--- config.mk ---
export PLATFORM = sky130hd
export DESIGN_NAME = syscall_read_string
export DESIGN_NICKNAME = d
export VERILOG_FILES = /design/src/rtl/syscall_read_string.sv
export SDC_FILE = /design/constraint.sdc
export NUM_CORES = 1
export LEC_CHECK = 0
export BUFFER_PORTS_ARGS = -buffer_cell sky130_fd_sc_hd__buf_2
export CORE_MARGIN = 3
export CORE_UTILIZATION = 58
export CTS_BUF_LIST = sky130_fd_sc_hd__clkbuf_4
export CTS_CLUSTER_SIZE = 40
export DETAILED_ROUTE_END_ITERATION = 6
export PLACE_DENSITY_LB_ADDON = 0.05
export REMOVE_ABC_BUFFERS = 1
export SYNTH_ARGS = -nofsm -noshare
export SYNTH_HDL_FRONTEND = slang
export SYNTH_SLANG_ARGS = --single-unit
--- constraint.sdc ---
create_clock -name clk -period 5.1 [get_ports clk]
set_input_delay 1.02 -clock clk [delete_from_list [all_inputs] [get_ports clk]]
set_output_delay 1.02 -clock clk [all_outputs]
set_load 0.01 [all_outputs]
--- src/rtl/syscall_read_string.sv ---
// syscall_read_string: services MIPS read_string (syscall 8). Pulls bytes
// from a console stream into data memory at $a0, bounded by $a1 bytes
// including the NUL terminator, while holding the pipeline through stall.
// Outputs are decoded from state and the current handshake, so a byte is
// written in the same cycle it is accepted.
module syscall_read_string #(
    parameter int unsigned ADDR_W  = 32,
    parameter int unsigned LEN_W   = 32,
    parameter logic [7:0]  NEWLINE = 8'h0A
) (
    input  logic              clk,
    input  logic              reset,
    input  logic              start,
    input  logic [ADDR_W-1:0] buf_addr,
    input  logic [LEN_W-1:0]  max_len,
    input  logic              in_valid,
    input  logic [7:0]        in_data,
    output logic              in_ready,
    output logic              mem_we,
    output logic [ADDR_W-1:0] mem_addr,
    output logic [7:0]        mem_wdata,
    output logic              stall,
    output logic              done,
    output logic [LEN_W-1:0]  count
);

    localparam logic [1:0] S_IDLE = 2'd0;
    localparam logic [1:0] S_RECV = 2'd1;
    localparam logic [1:0] S_TERM = 2'd2;
    localparam logic [1:0] S_DONE = 2'd3;

    logic [1:0]        state;
    logic [1:0]        state_nx;
    logic [ADDR_W-1:0] base;
    logic [ADDR_W-1:0] base_nx;
    logic [LEN_W-1:0]  len;
    logic [LEN_W-1:0]  len_nx;
    logic [LEN_W-1:0]  cnt;
    logic [LEN_W-1:0]  cnt_nx;
    logic [ADDR_W-1:0] wr_ptr;

    assign count  = cnt;
    // Next write address; wraps modulo 2^ADDR_W by design.
    assign wr_ptr = base + ADDR_W'(cnt);

    // State, buffer base, length and stored-character count registers.
    always_ff @(posedge clk) begin
        if (reset) begin
            state <= S_IDLE;
            base  <= '0;
            len   <= '0;
            cnt   <= '0;
        end else begin
            state <= state_nx;
            base  <= base_nx;
            len   <= len_nx;
            cnt   <= cnt_nx;
        end
    end

    // Next-state and output decode.
    always_comb begin
        state_nx  = state;
        base_nx   = base;
        len_nx    = len;
        cnt_nx    = cnt;
        in_ready  = 1'b0;
        mem_we    = 1'b0;
        mem_addr  = '0;
        mem_wdata = 8'h00;
        stall     = 1'b0;
        done      = 1'b0;

        case (state)
            S_IDLE: begin
                if (start) begin
                    stall   = 1'b1;
                    base_nx = buf_addr;
                    len_nx  = max_len;
                    cnt_nx  = '0;
                    if (max_len == '0) begin
                        state_nx = S_DONE;
                    end else if (max_len == LEN_W'(1)) begin
                        state_nx = S_TERM;
                    end else begin
                        state_nx = S_RECV;
                    end
                end
            end
            S_RECV: begin
                stall    = 1'b1;
                in_ready = 1'b1;
                if (in_valid) begin
                    if (in_data == 8'h00) begin
                        state_nx = S_TERM;
                    end else begin
                        mem_we    = 1'b1;
                        mem_addr  = wr_ptr;
                        mem_wdata = in_data;
                        cnt_nx    = cnt + LEN_W'(1);
                        // Leave room for the terminator in the last slot.
                        if ((in_data == NEWLINE) ||
                            (cnt + LEN_W'(1) == len - LEN_W'(1))) begin
                            state_nx = S_TERM;
                        end
                    end
                end
            end
            S_TERM: begin
                stall    = 1'b1;
                mem_we   = 1'b1;
                mem_addr = wr_ptr;
                state_nx = S_DONE;
            end
            S_DONE: begin
                done     = 1'b1;
                state_nx = S_IDLE;
            end
            default: begin
                state_nx = S_IDLE;
            end
        endcase

        // Reset silences the block in the cycle it is asserted.
        if (reset) begin
            in_ready  = 1'b0;
            mem_we    = 1'b0;
            mem_addr  = '0;
            mem_wdata = 8'h00;
            stall     = 1'b0;
            done      = 1'b0;
        end
    end

endmodule

==> flow_summary.json <==
{
  "cts.clk_slew.worst_paths_ns": 0.15,
  "worstSetupPathType": "reg -> out",
  "clock_path_buffers": 2,
  "crit_start": "count[0]",
  "rows": 40,
  "grt_max_degree": 67,
  "crit_buf_inv": 2,
  "final.setup.tns_ns": 0,
  "cpPeakStageDelay_ns": 0.47,
  "postSynthAreaPerCell_um2": 7.55,
  "synth_top_cells_by_area": "dfxtp_1 26%, nand2_1 8.2%, a21oi_1 7.7%",
  "p_seq_frac": 0.361,
  "slew_viol_final": 0,
  "cp_data_arrival_time_ns": 3.80,
  "nFillCells": 1146,
  "ios": 152,
  "grt-ovfl-total": 0,
  "p_sw_mw": 1.20,
  "end_kind": "primary output",
  "drt_first_iter_violations": 758,
  "clock_latency_ns": 0.50,
  "synth-seq-cells": 98,
  "synth_xor_area_frac": 0.113,
  "cts_sinks": 98,
  "routedWlPerCell_um": 16.5,
  "p_per_area_nw_per_um2": 326,
  "synth_cells": 996,
  "chipWidth_um": 120,
  "antenna_found_initial": 0,
  "clockPowerShare": 0.158,
  "cts_tree": "yes",
  "antenna_cells": 0,
  "yosys.area_share.simple": 0.306,
  "hold_violations": 0,
  "worst_r2r_startpoint": "count[5]",
  "crit_path_top_delay_cell": "or4_1",
  "area_growth_pct": 12.2,
  "cap_violations": 0,
  "synth_top_cell_by_area": "dfxtp_1",
  "rsz0062_at_grt": "no",
  "synthFlopType": "dfxtp_1",
  "rr_endpoint": "state[1]",
  "viasPerCell": 5.94,
  "muxShareOfSynthArea": 0.00266,
  "synth-seq-area-share": 0.261,
  "cp.depth": 13,
  "root_buffer": "clkbuf_4",
  "dieArea_um2": 14400,
  "grtUsageTotal": 0.295,
  "gp_congestion": 0.971,
  "ys_warn_count": 0,
  "dr.pass1.iters": 5,
  "required_ns": 4.08,
  "cp_max_fo": 9,
  "vias": 7682,
  "finClkSkew_ns": 0.0130,
  "synth_top_family_by_area": "simple AND/OR/NAND/NOR gates",
  "ys_async_sr_fraction": 0,
  "port_buffers": 151,
  "setup_violations": 0,
  "synth_edf_count": 0,
  "core_area_um2": 12400,
  "yosys.cell_types.count": 72,
  "grt_pass1_vias": 6852,
  "start_util": 0.609,
  "final_nets": 1235,
  "vdd_drop_max_mv": 0.391,
  "min_period_ns": 4.82,
  "crit_top_cell": "a21o_1",
  "p_leak_nw": 3.77,
  "cts-buffers-inserted": 9,
  "status": "finished, final reports clean",
  "r2r_slack_ns": 1.33,
  "path_cells": "ha_1, fa_1, a21o_1, a21o_1, a211oi_1, buf_4, o31ai_1, a21oi_2, o21ai_1, a211o_1, or4_1, nand3_1, buf_2",
  "drive_gt1_frac": 0.188,
  "p_int_mw": 1.55,
  "ctsHtreeMaxLevel": 3,
  "max-slew-margin-rel": 0.362,
  "routed_wl_um": 21300,
  "reg2reg_depth": 9,
  "yosysTopAreaCellShare": 0.261,
  "min_from": "base[10]",
  "synth-compound-area-share": 0.204,
  "drc_errors": 0,
  "die_y_um": 120,
  "synth_area_um2": 7520,
  "critical-path-top-delay-family": "compound AO/OA/AOI/OAI gates",
  "fmax_mhz": 207,
  "synthAdderAreaFrac": 0.0658,
  "comb_power_share": 0.481,
  "fin_crit_sh": 0.945,
  "ant_nets": 0,
  "endpoint": "mem_addr[28]",
  "cp-start-kind": "flip-flop",
  "dp_hpwl_um": 16200,
  "pre_cts_ws_ns": 0.538,
  "grt_pass1_wl_um": 34900,
  "setup_slack_ns": 0.278,
  "worst_slew_pin_slew_ns": 0.957,
  "swShare": 0.436,
  "min_path_type": "reg -> reg"
}
## sequential cells by signal, summed over array words and instances, names as in the netlist
signal / flops
base: 32
state: 2
count: 32
len: 32
## kinds of logic after synthesis
kind of cell	after synthesis
buf+inv	68
xor+xnor	86
simple gates	449
compound gates	254
fa+ha+maj	39
flops	98
mux	2
## synthesized netlist by cell type (4+ instances only)
library cell  number
xnor2_1           53
buf_1              6
nand3_1           20
xnor3_1            4
nor2b_1           10
nand2_1          165
nand4_1           23
a21o_1            21
a21oi_1          116
o31ai_1           12
a31oi_1            5
ha_1              38
or3_1             14
xor2_1            26
o21bai_1           8
and4_1             7
clkbuf_1          35
nor4_2             5
nand2b_1          10
dfxtp_1           98
and2_1            14
nor2_1            66
o21ai_0           49
and3_1            22
nor3b_1            9
or2_2              5
nand4b_1           4
a211oi_1           4
inv_1             18
nor4_1            33
or4_1              9
nor3_1            22
## stage by stage
stage	std cells	hold WS (ns)	cell area [um^2]	total power [mW]	utilization
2_1_floorplan	946	0.434	7240	1.95	-
3_3_place_gp	1277	0.447	8300	2.31	0.671
3_5_place_dp	1277	0.454	8300	2.33	0.671
4_1_cts	1293	0.473	8440	2.75	0.682
5_1_grt	1293	0.487	8440	2.97	0.683
6_report	1293	0.472	8440	2.75	0.683
## metal layers
metal  wire, um  part of all wire  vias up  track usage
met5          0                 0        -            0
met4        227             0.011        0       0.0544
met3       1310             0.061       18       0.0533
met2       9570              0.45      262        0.459
met1      10200              0.48     3545        0.431
li1           -                 -     3857            -
## power groups by stage
stage	Clock (mW)	Combinational (mW)	Sequential, mW
floorplan	0	0.967	0.979
global placement	0	1.30	1.01
detailed placement	0	1.31	1.01
CTS	0.441	1.32	0.994
global route	0.473	1.48	1.01
finish	0.434	1.33	0.995
## worst min path at each step
stage	to	slack (ns)	cells past startpoint
6_report	base[10]	0.47	2
5_1_grt	base[0]	0.49	2
4_1_cts	base[29]	0.47	2
3_5_place_dp	base[29]	0.45	2
3_3_place_gp	base[16]	0.45	2
2_1_floorplan	base[0]	0.43	2
## final cells by class
cell class / count / area [um^2] / share of cell area
inverter: 18 / 67.6 / 0.00800
timing repair buffer: 163 / 846 / 0.100
clock buffer: 9 / 67.6 / 0.00800
clock inverter: 7 / 68.8 / 0.00815
multi-input combinational: 830 / 5220 / 0.618
tap: 168 / 210 / 0.0249
sequential: 98 / 1960 / 0.233
## worst min-delay path: stages (launching register included)
cell,delay (ns)
dfxtp_1,0.34
nand2_1,0.05
a21oi_1,0.05
## layout by cell type, fill, tap and decap left out, types with 12 or more instances in the layout
master   netlist  routed
nand4_1       23      23
nand2_1      165     164
a21oi_1      116     115
xor2_1        26      26
inv_1         18      18
nor3_1        22      22
dfxtp_1       98      97
buf_4          1      12
a21o_1        21      21
nor2_1        66      66
nor4_1        33      33
buf_2          2     151
nand3_1       20      20
o31ai_1       12      12
xnor2_1       53      53
or3_1         14      14
and2_1        14      13
ha_1          38      38
o21ai_0       49      48
and3_1        22      22
## timing repair
| action | CTS | global route |
|---|---|---|
| resized for setup | 1 | 3 |
| buffers inserted | 0 | 0 |
| endpoints found under the setup margin | 1 | 6 |
| hold buffers | 0 | 0 |
No activity file was read; power rests on OpenSTA's default activity.
